## src/rtl/deser_rx_32_if.sv

```systemverilog
// deser_rx_32_if: serial-in and word-out signals of the deserialiser.
// par_err exists only when PARITY_CHK_EN is defined.
interface deser_rx_32_if #(parameter int WIDTH = 32);
   logic             s_in32;
   logic             s_vld32;
   logic             dir32;
   logic             flush32;
   logic             clr_ovf;
   logic             q_rdy32;
   logic [WIDTH-1:0] q32;
   logic             q_vld32;
   logic             ovf32;
`ifdef PARITY_CHK_EN
   logic             par_err;
`endif
   modport master (
      output s_in32, s_vld32, dir32, flush32, clr_ovf, q_rdy32,
      input  q32, q_vld32, ovf32
`ifdef PARITY_CHK_EN
      , input par_err
`endif
   );
   modport slave (
      input  s_in32, s_vld32, dir32, flush32, clr_ovf, q_rdy32,
      output q32, q_vld32, ovf32
`ifdef PARITY_CHK_EN
      , output par_err
`endif
   );
endinterface

```

## src/rtl/deser_rx_32.sv

```systemverilog
// deser_rx_32: serial-to-parallel receiver with valid/ready word output and sticky overrun.
// Define PARITY_CHK_EN to expect an even-parity bit after each word and report par_err.
module deser_rx_32 #(
   parameter int WIDTH = 32
) (
   input logic           clk32,
   input logic           rstn32,
   deser_rx_32_if.slave  rx
);
   localparam int CW = $clog2(WIDTH);
   localparam logic [CW-1:0] LAST = CW'(WIDTH - 1);
   typedef enum logic [1:0] {SHIFT, PAR, HOLD} state_t;
   state_t           state;
   logic [CW-1:0]    cnt;
   logic [WIDTH-1:0] sr;
   logic [WIDTH-1:0] nxt;
   logic             q_vld;
   logic             ovf;
   logic             dir_l;
   logic             eff_dir;
`ifdef PARITY_CHK_EN
   logic             par_err;
   assign rx.par_err = par_err;
`endif
   // A new frame (cnt==0, also the case in HOLD) shifts with the live dir32, later bits with the latched one
   always_comb begin
      eff_dir = (cnt == '0) ? rx.dir32 : dir_l;
      nxt = eff_dir ? {rx.s_in32, sr[WIDTH-1:1]} : {sr[WIDTH-2:0], rx.s_in32};
   end
   always_ff @(posedge clk32 or negedge rstn32) begin
      if (!rstn32) begin
         state <= SHIFT;
         cnt   <= '0;
         sr    <= '0;
         q_vld <= 1'b0;
         ovf   <= 1'b0;
         dir_l <= 1'b0;
`ifdef PARITY_CHK_EN
         par_err <= 1'b0;
`endif
      end else if (rx.flush32) begin
         state <= SHIFT;
         cnt   <= '0;
         q_vld <= 1'b0;
`ifdef PARITY_CHK_EN
         par_err <= 1'b0;
`endif
      end else begin
         ovf <= (state == HOLD && rx.s_vld32 && !rx.q_rdy32) | (ovf & ~rx.clr_ovf);
         case (state)
            SHIFT: if (rx.s_vld32) begin
               if (cnt == '0) dir_l <= rx.dir32;
               sr  <= nxt;
               cnt <= (cnt == LAST) ? '0 : cnt + 1'b1;
               if (cnt == LAST) begin
`ifdef PARITY_CHK_EN
                  state <= PAR;
`else
                  state <= HOLD;
                  q_vld <= 1'b1;
`endif
               end
            end
`ifdef PARITY_CHK_EN
            PAR: if (rx.s_vld32) begin
               par_err <= ^{sr, rx.s_in32};
               q_vld   <= 1'b1;
               state   <= HOLD;
            end
`endif
            HOLD: if (rx.q_rdy32) begin
               q_vld <= 1'b0;
               state <= SHIFT;
`ifdef PARITY_CHK_EN
               par_err <= 1'b0;
`endif
               // Retiring and accepting the next frame's first bit on the same edge avoids a bubble
               if (rx.s_vld32) begin
                  dir_l <= rx.dir32;
                  sr    <= nxt;
                  cnt   <= CW'(1);
               end
            end
            default: state <= SHIFT;
         endcase
      end
   end
   assign rx.q32    = sr;
   assign rx.q_vld32 = q_vld;
   assign rx.ovf32  = ovf;
endmodule

```

## src/flat_wrapper.sv

```systemverilog
// flat-port wrapper written by rule: the top's interface ports become plain ports
module deser_rx_32_flat 
#(
   parameter int WIDTH = 32
)
  (clk32, rstn32, rx_s_in32, rx_s_vld32, rx_dir32, rx_flush32, rx_clr_ovf, rx_q_rdy32, rx_q32, rx_q_vld32, rx_ovf32);
  deser_rx_32_if #(.WIDTH(WIDTH)) rx_i ();
  input logic clk32;
  input logic rstn32;
  input wire logic [$bits(rx_i.s_in32)-1:0] rx_s_in32;
  input wire logic [$bits(rx_i.s_vld32)-1:0] rx_s_vld32;
  input wire logic [$bits(rx_i.dir32)-1:0] rx_dir32;
  input wire logic [$bits(rx_i.flush32)-1:0] rx_flush32;
  input wire logic [$bits(rx_i.clr_ovf)-1:0] rx_clr_ovf;
  input wire logic [$bits(rx_i.q_rdy32)-1:0] rx_q_rdy32;
  output wire logic [$bits(rx_i.q32)-1:0] rx_q32;
  output wire logic [$bits(rx_i.q_vld32)-1:0] rx_q_vld32;
  output wire logic [$bits(rx_i.ovf32)-1:0] rx_ovf32;
  assign rx_i.s_in32 = rx_s_in32;
  assign rx_i.s_vld32 = rx_s_vld32;
  assign rx_i.dir32 = rx_dir32;
  assign rx_i.flush32 = rx_flush32;
  assign rx_i.clr_ovf = rx_clr_ovf;
  assign rx_i.q_rdy32 = rx_q_rdy32;
  assign rx_q32 = rx_i.q32;
  assign rx_q_vld32 = rx_i.q_vld32;
  assign rx_ovf32 = rx_i.ovf32;
  deser_rx_32 #(.WIDTH(WIDTH)) u_core (.clk32(clk32), .rstn32(rstn32), .rx(rx_i));
endmodule
```

## config.mk

```make
export PLATFORM = sky130hd
export DESIGN_NAME = deser_rx_32_flat
export DESIGN_NICKNAME = d
export VERILOG_FILES = /design/src/rtl/deser_rx_32_if.sv /design/src/rtl/deser_rx_32.sv /design/src/flat_wrapper.sv
export SDC_FILE = /design/constraint.sdc
export NUM_CORES = 1
export LEC_CHECK = 0
export CAP_MARGIN = 25
export CORE_MARGIN = 8
export CORE_UTILIZATION = 25
export CTS_CLUSTER_SIZE = 24
export DETAILED_ROUTE_END_ITERATION = 8
export GPL_TIMING_DRIVEN = 0
export PLACE_DENSITY_LB_ADDON = 0.05
export SYNTH_ARGS = -nofsm -noshare
export SYNTH_HDL_FRONTEND = slang
export SYNTH_SLANG_ARGS = --single-unit
```

## constraint.sdc

```tcl
create_clock -name clk32 -period 4.59 [get_ports clk32]
set_clock_uncertainty 0.1 [all_clocks]
set_input_delay 0.6885 -clock clk32 [delete_from_list [all_inputs] [get_ports clk32]]
set_output_delay 0.6885 -clock clk32 [all_outputs]
set_load 0.03 [all_outputs]
```

After elaboration in Yosys (flattened, before gate mapping)

Index checks and enable logic that the tools add are counted.

Register bits after elaboration: 42
Input port bits: 8
Word-level logic and storage cells: 57

Add/subtract/negate cells: 1
Equality and inequality tests: 9
Muxes and demuxes: 25
Bitwise gates (word level): 4
Reductions and logical operators: 12

Operators by type and width:

| kind                                                  | number |
|---|---|
| two-way mux 32 bit                                    | 3 |
| one-hot mux 32 bit (2 select lines)                   | 1 |
| two-way mux 5 bit                                     | 5 |
| one-hot mux 5 bit (2 select lines)                    | 1 |
| inequality test 3 bit, second input constant          | 3 |
| two-way mux 1 bit                                     | 8 |
| two-way mux 2 bit                                     | 4 |
| AND reduction 4 bit                                   | 2 |
| inequality test 2 bit, second input constant          | 3 |
| AND reduction 3 bit                                   | 2 |
| adder 5 x 1 -> 5 bit, second input constant           | 1 |
| == test 5 bit, second input constant                  | 1 |
| zero test 5 bit                                       | 1 |
| AND reduction 5 bit                                   | 1 |
| one-hot mux 1 bit (2 select lines)                    | 2 |
| one-hot mux 2 bit (2 select lines)                    | 1 |
| inequality test 3 x 2 -> 1 bit, second input constant | 1 |
| nonzero test 3 bit                                    | 1 |
| == test 2 bit, second input constant                  | 1 |
| logical AND 1 bit                                     | 2 |
| zero test 2 bit                                       | 1 |
| NOT 1 bit                                             | 2 |
| nonzero test 2 bit                                    | 1 |
| bitwise AND 1 bit                                     | 1 |
| 2 further kinds                                       | 2 |

Logic depth before layout (Yosys ltp)

Gate-level depths: netlist of run 1.

Depth in word-level cells: 6
Mapped depth: 7
Depth with buffers taken out: 7

Worst setup path before layout of run 1

OpenSTA, ideal clock, no wires.

Kind: register -> register
Start: reg u_core.cnt[0]
End: reg u_core.sr[10], in the netlist u_core.rx.q32[10]
Arrival: 1679 ps
Required time: 4353 ps
Slack: 2674 ps
Cell stages (with the launch flop): 8
Buffers on the path: 1
Cells stage by stage: dfrtp_1 -> inv_1 -> ha_1 -> nor4b_4 -> mux2i_4 -> buf_6 -> mux2i_1 -> a21oi_1

Word-level cells in the longest chain between the ends: 6

Ends and longest elaborated chain:

| item                                    | line                                 | source |
|---|---|---|
| start: declaration                      | deser_rx_32.sv:14                    | `logic [CW-1:0] cnt;` |
| start signal: assignment                | deser_rx_32.sv:54                    | `cnt <= (cnt == LAST) ? '0 : cnt + 1'b1;` |
| zero test 5 bit (*)                     | deser_rx_32.sv:27                    | `eff_dir = (cnt == '0) ? rx.dir32 : dir_l;` |
| two-way mux 1 bit (*)                   | --                                   |  |
| two-way mux 32 bit (*)                  | deser_rx_32.sv:28                    | `nxt = eff_dir ? {rx.s_in32, sr[WIDTH-1:1]} : {sr[WIDTH-2:0], rx.s_in32};` |
| two-way mux 32 bit (*)                  | deser_rx_32.sv:51, deser_rx_32.sv:78 |  |
| two-way mux 32 bit                      | deser_rx_32.sv:71                    | `HOLD: if (rx.q_rdy32) begin` |
| one-hot mux 32 bit (2 select lines) (*) | deser_rx_32.sv:50                    | `case (state)` |
| end signal: assignment                  | deser_rx_32.sv:53                    | `sr <= nxt;` |
| end signal: assignment                  | deser_rx_32.sv:80                    | `sr <= nxt;` |
| end: declaration                        | deser_rx_32.sv:15                    | `logic [WIDTH-1:0] sr;` |

Mark *: on every way between the ends. The rest lies on a longest branch, timed or not. The select of a mux whose other input is x is not followed.
A chain may end at the register's enable or synchronous reset.

Worst setup path in the final report of run 1

Start: in rx_flush32
End: reg u_core.sr[20], in the netlist u_core.rx.q32[20]

Word-level cells in the longest chain between the ends: 2

Ends and longest elaborated chain:

| item                                 | line               | source |
|---|---|---|
| start: declaration                   | flat_wrapper.sv:13 | `input wire logic [$bits(rx_i.flush32)-1:0] rx_flush32;` |
| NOT 1 bit (no source line)           | --                 |  |
| AND reduction 3 bit (no source line) | --                 |  |

Every way passes these cells.

==> reports/results.tsv, run 1 <==
stage	metric	value	unit
worst_setup_path	Reg2Reg Launch Point	u_core.cnt[0]	
placed_design	DPL Wire Length	3.52	mm
run_status	status	finished clean	
power	pwr dens	628	nW/um^2
timing	RSZ-0062 raised after global routing	false	
synthesis	post-synth cell types	24	
timing	final setup fails	0	
cts	total clock buffers created by CTS	5	
finish	fillcell total	802	
worst_setup_path	flop-to-flop setup slack	2.45	ns
timing	Slew Viols, Final	0	
timing	min cycle time layout	2.49	ns
worst_setup_path	crit-path max FO	10	
placed_design	GP Congestion	0.665	
die	initial core utilization	0.255	
worst_setup_path	critical path class	input port to register	
timing	slew margin rel.	0.652	
flow_run	max-cap violation count	0	
global_route	antenna violations before repair	0	
worst_setup_path	CP Capture Type	register	
worst_setup_path	required time of the worst setup path	4.64	ns
die	width of the die	104	um
power	leakage power	0.00109	uW
synthesis	Synth Cell Area	1940	sq um
global_route	largest net degree at the start of global routing	30	
synthesis	syn nets	198	
global_route	first-pass GRT wire length	8.77	mm
drt	number of remaining DRC errors	0	
finish	Core Util, Final	0.338	
die	Die Area	10800	sq um
timing	Final Hold Viols	0	
global_route	GR Util met2	0.160	
cts	clock-pin slew on the worst setup and hold paths	0.08	ns
synthesis	synth warn	0	
cts	H-tree levels	2	
synthesis	post-synthesis sequential area ratio	0.517	
finish	most frequent cells in the layout	40 x clkdlybuf4s50_1, 40 x dfrtp_1, 35 x nor2_1	
placed_design	# port buffers	41	
timing	setup_tns	0	ns
finish	Layout area overhead	32.6	%
synthesis	Avg Cell Area, Syn	10.4	sq um
cts	Worst-Skew Late Latency	0.29	ns
die	io pins	42	
worst_setup_path	critical path launch point	rx_flush32	
worst_setup_path	slowest CP cell	clkdlybuf4s50_1	
global_route	grt total ovfl	0	
finish	Antenna diodes	0	
global_route	Most Used Layer, Global Route	met2	
cts	CTS Buffer Depth	2	
cts	CTS tree	yes	
finish	share of layout cells above drive strength 1	0.0720	
drt	Via density	4.40	
finish	Final nets	247	
worst_setup_path	reg2reg end	u_core.rx.q32[18]	
worst_setup_path	CP Data Arrival Time	2.53	ns
drt	DR pass1 iterations	4	
timing	fmax	402	MHz
worst_setup_path	nature of the critical path startpoint	input port	
global_route	met1 usage	0.116	
global_route	vias in the first global route	1670	
min_path	path type of the worst min-delay path	input port to async pin	
drt	Post-Route WL	5.04	mm
finish	final instance area	2570	sq um
global_route	aggregate global-route resource usage	0.0983	
power	maximum vdd drop	214	uV
synthesis	register bit count reported by yosys	40	
die	Die Ht	104	um
die	site row count	32	
global_route	GR Util met3	0.0372	
worst_setup_path	critical path, cell by cell	clkdlybuf4s50_1, nand2b_1, nor2b_1, buf_2, clkbuf_1, a21oi_1	
die	core area	7610	sq um
drt	DRT iter0 DRCs	42	
timing	slew at the pin closest to its max-slew limit	0.522	ns
drt	Final ANT Viol Nets	0	
placed_design	DP Area	2490	sq um
worst_setup_path	Max stage delay on crit path	0.52	ns
timing	WHS	0.187	ns
cts	Clock Sinks	40	
cts	hold_buf cts	0	
timing	fin crit share	0.542	
drt	DR vias	1487	
drt	post-DR wirelength/cell	14.9	um
synthesis	Mapped Cells	187	
cts	# resized after CTS	0	
worst_setup_path	path depth of the worst reg2reg path	7	
cts	postcts setup bufs	0	
cts	Root Buffer	clkbuf_8	
sequential cells by signal, summed over array words and instances (netlist names):
signal / flops
u_core.rx.q32: 32
u_core.cnt: 5
u_core.dir_l: 1
u_core.state: 1
u_core.rx.ovf32: 1
Yosys cell counts:
| cell | number | area share |
|---|---|---|
| inv_1 | 4 | 0.0077 |
| mux2i_1 | 32 | 0.17 |
| nor4b_1 | 1 | 0.0045 |
| a21oi_1 | 34 | 0.088 |
| nand2b_1 | 2 | 0.0065 |
| o21ai_1 | 6 | 0.016 |
| dfrtp_1 | 40 | 0.52 |
| nand2_1 | 7 | 0.014 |
| ha_1 | 3 | 0.019 |
| or3_1 | 1 | 0.0032 |
| mux2_2 | 1 | 0.0058 |
| o21ai_0 | 2 | 0.0052 |
| nor4b_4 | 1 | 0.012 |
| buf_2 | 2 | 0.0052 |
| mux2i_4 | 1 | 0.012 |
| clkbuf_1 | 5 | 0.0097 |
| and3_2 | 1 | 0.0039 |
| nor2_1 | 35 | 0.068 |
| o31ai_1 | 1 | 0.0039 |
| nor2b_1 | 2 | 0.0065 |
| buf_6 | 3 | 0.017 |
| nand4_1 | 1 | 0.0032 |
| a31oi_1 | 1 | 0.0032 |
| a22oi_1 | 1 | 0.0039 |
report_power, final:
group          internal (uW)  switching, uW
Clock                    104            124
Sequential               473            136
Combinational            347            429
Total                    923            689
area by class of cell:
| type | instances | area, sq um | share of cell area |
|---|---|---|---|
| Clock inverter | 1 | 5.00 | 0.00195 |
| Tap cell | 102 | 128 | 0.0497 |
| Multi-Input combinational cell | 133 | 858 | 0.334 |
| Buffer | 10 | 62.6 | 0.0244 |
| Inverter | 4 | 15.0 | 0.00585 |
| Timing Repair Buffer | 42 | 425 | 0.166 |
| Sequential cell | 40 | 1000 | 0.390 |
| Clock buffer | 6 | 72.6 | 0.0283 |
cell families (layout without fill, tap and decap cells):
family | count (synthesis) | in the layout | share of synthesized area
buf+inv | 14 | 63 | 0.0400
flops | 40 | 40 | 0.517
compound gates | 45 | 45 | 0.120
mux | 34 | 34 | 0.183
simple gates | 51 | 51 | 0.121
fa+ha+maj | 3 | 3 | 0.0194
routing by layer:
layer  up-vias  share of wire  wire, um
met2        25           0.47      2370
met4         0         0.0081        41
met3         4          0.057       289
met5         -              0         0
li1        741              -         -
met1       717           0.46      2340
metrics by stage:
step	worst slack [ns]	instances	power [uW]
floorplan	2.67	187	1070
global placement	1.45	330	1410
detailed placement	1.75	331	1410
CTS	2.07	338	1650
global route	1.91	338	1730
finish	2.10	338	1610
worst max-delay path by stage:
| stage | end | slack, ns |
|---|---|---|
| 3_5_place_dp | u_core.rx.q32[20] | 1.75 |
| 2_1_floorplan | u_core.rx.q32[10] | 2.67 |
| 6_report | u_core.rx.q32[20] | 2.10 |
| 3_3_place_gp | u_core.rx.q32[26] | 1.45 |
| 5_1_grt | u_core.rx.q32[20] | 1.91 |
| 4_1_cts | u_core.rx.q32[20] | 2.07 |
worst max-delay path, delay by kind of cell:
| family | cells | cell delay (ns) |
|---|---|---|
| and+or+nand+nor | 2 | 0.46 |
| AOI/OAI and AO/OA | 1 | 0.14 |
| buffers and inverters | 3 | 1.23 |
Power figures use the tool's default switching activity.
==> run 2, diff against run 1 <==
clock period = 2.03 ns   (was 4.59 ns; I/O delays follow)
==> reports/results.tsv, run 2 (synthesis results as in run 1) <==
stage	metric	value	unit	change
timing	Slew Viols, Final	0		unchanged
worst_setup_path	CP Data Arrival Time	2.11	ns	-0.42 ns
drt	DRT iter0 DRCs	35		-17%
placed_design	DP Area	2490	sq um	unchanged
worst_setup_path	critical path class	register to register		
timing	setup_tns	-0.0121	ns	-0.0121 ns
timing	slew at the pin closest to its max-slew limit	0.518	ns	-0.00322 ns
timing	fmax	491	MHz	
timing	RSZ-0062 raised after global routing	true		
cts	H-tree levels	2		unchanged
drt	DR vias	1522		+2.4%
finish	most frequent cells in the layout	40 x clkdlybuf4s50_1, 39 x dfrtp_1, 34 x nor2_1, 34 x a21oi_1, 31 x mux2i_1		
placed_design	worst slack at placement	-0.423	ns	-2.18 ns
global_route	vias in the first global route	1697		+1.6%
power	Total Power	3850	uW	+140%
cts	Worst-Skew Late Latency	0.29	ns	about the same
die	Die Ht	104	um	unchanged
min_path	path type of the worst min-delay path	input port to async pin		
timing	Final Hold Viols	0		unchanged
timing	WHS	0.346	ns	+0.159 ns
finish	fillcell total	784		-2.2%
cts	Root Buffer	clkbuf_8		
drt	DR pass1 iterations	4		unchanged
cts	CTS tree	yes		
drt	Final ANT Viol Nets	0		unchanged
timing	min cycle time layout	2.04	ns	
die	Die Area	10800	sq um	unchanged
global_route	antenna violations before repair	0		unchanged
finish	share of layout cells above drive strength 1	0.173		+0.101
finish	Final nets	260		+5.3%
die	initial core utilization	0.255		unchanged
die	site row count	32		unchanged
power	pwr dens	1370	nW/um^2	+120%
cts	clock-pin slew on the worst setup and hold paths	0.08	ns	about the same
finish	most common cell after layout, fill and taps aside	clkdlybuf4s50_1		
placed_design	GP Congestion	0.665		unchanged
global_route	grt total ovfl	0		unchanged
global_route	largest net degree at the start of global routing	30		unchanged
finish	max reg flops	32		unchanged
placed_design	# port buffers	41		unchanged
worst_setup_path	nature of the critical path startpoint	register		
worst_setup_path	required time of the worst setup path	2.10	ns	-2.54 ns
finish	Layout area overhead	45.5	%	
timing	slew margin rel.	0.654		+0.00215
global_route	aggregate global-route resource usage	0.0993		+0.00104
finish	final instance area	2820	sq um	+9.8%
timing	fin crit share	1.00		
finish	Antenna diodes	0		unchanged
drt	Via density	4.34		-1.4%
power	leakage power	0.00120	uW	+10%
die	core area	7610	sq um	unchanged
run_status	violated checks	negative setup slack		
placed_design	DPL Wire Length	3.52	mm	unchanged
run_status	status	finished, violations left		
cts	total clock buffers created by CTS	5		unchanged
cts	CTS Buffer Depth	2		unchanged
drt	Post-Route WL	5.25	mm	+4.1%
timing	final setup margin	-0.00819	ns	-2.11 ns
flow_run	max-cap violation count	0		unchanged
worst_setup_path	crit-path max FO	5		-5
timing	final setup fails	2		+2
power	maximum vdd drop	504	uV	+140%
global_route	first-pass GRT wire length	8.87	mm	+1.1%
drt	post-DR wirelength/cell	15.0	um	+0.27%
cts	Clock Sinks	40		unchanged
drt	number of remaining DRC errors	0		unchanged
worst_setup_path	CP Capture Type	register		
die	io pins	42		unchanged
die	width of the die	104	um	unchanged
==> run 2: worst paths after layout <==
check	start	to	slack, ns	depth (start not counted)
max in group asynchronous	rstn32	u_core.rx.q32[22]	1.01	3
max reg2reg	u_core.cnt[0]	u_core.rx.q32[5]	-0.008	8
min reg2reg	u_core.cnt[1]	u_core.cnt[1]	0.42	2
min	rstn32	u_core.rx.q32[8]	0.35	2
min in group clk32	u_core.cnt[1]	u_core.cnt[1]	0.42	2
max	u_core.cnt[0]	u_core.rx.q32[5]	-0.008	8
==> run 2: area by class of cell <==
class	instances	area (sq um)	share of cell area
clock buffers	6	72.6	0.0257
inverters	4	15.0	0.00533
flip-flops and latches	40	1000	0.356
well taps	102	128	0.0453
clock inverters	1	5.00	0.00178
repair buffers	55	608	0.216
multi-input cells	133	896	0.318
plain buffers	10	92.6	0.0328
==> run 2: critical path, stage by stage, from the launching register on <==
cell and delay (ns):
dfrtp_1 0.41, inv_2 0.08, ha_4 0.12, nor4b_4 0.26
mux2i_4 0.36, clkbuf_16 0.20, clkbuf_16 0.14, mux2i_1 0.19
a21oi_1 0.08
==> run 2: layer usage <==
| layer | GRT usage | part of all wire | up-vias |
|---|---|---|---|
| li1 | - | - | 768 |
| met1 | 0.117 | 0.48 | 722 |
| met2 | 0.164 | 0.46 | 28 |
| met3 | 0.0372 | 0.055 | 4 |
| met4 | 0.0310 | 0.0080 | 0 |
| met5 | 0 | 0 | - |
==> run 2: timing repair <==
item | in CTS | in global routing
gates resized for setup | 6 | 15
setup buffers | 4 | 4
hold buffers | 1 | 0
gates cloned | 0 | 4
pin swaps | 0 | 1
hold endpoints to repair | 11 | 0
endpoints found under the setup margin | 31 | 35
==> run 2: stage by stage <==
step | utilization | std cells
2_1_floorplan | - | 187
3_3_place_gp | 0.325 | 330
3_5_place_dp | 0.327 | 331
4_1_cts | 0.346 | 343
5_1_grt | 0.371 | 351
6_report | 0.371 | 351
==> run 2: where the power goes <==
part | internal [uW] | total, uW | switching [uW] | leakage (uW)
sequential | 1070 | 1380 | 310 | 0.000418
clock | 234 | 510 | 276 | 0.0000410
combinational | 950 | 1970 | 1020 | 0.000741
total | 2250 | 3850 | 1600 | 0.00120
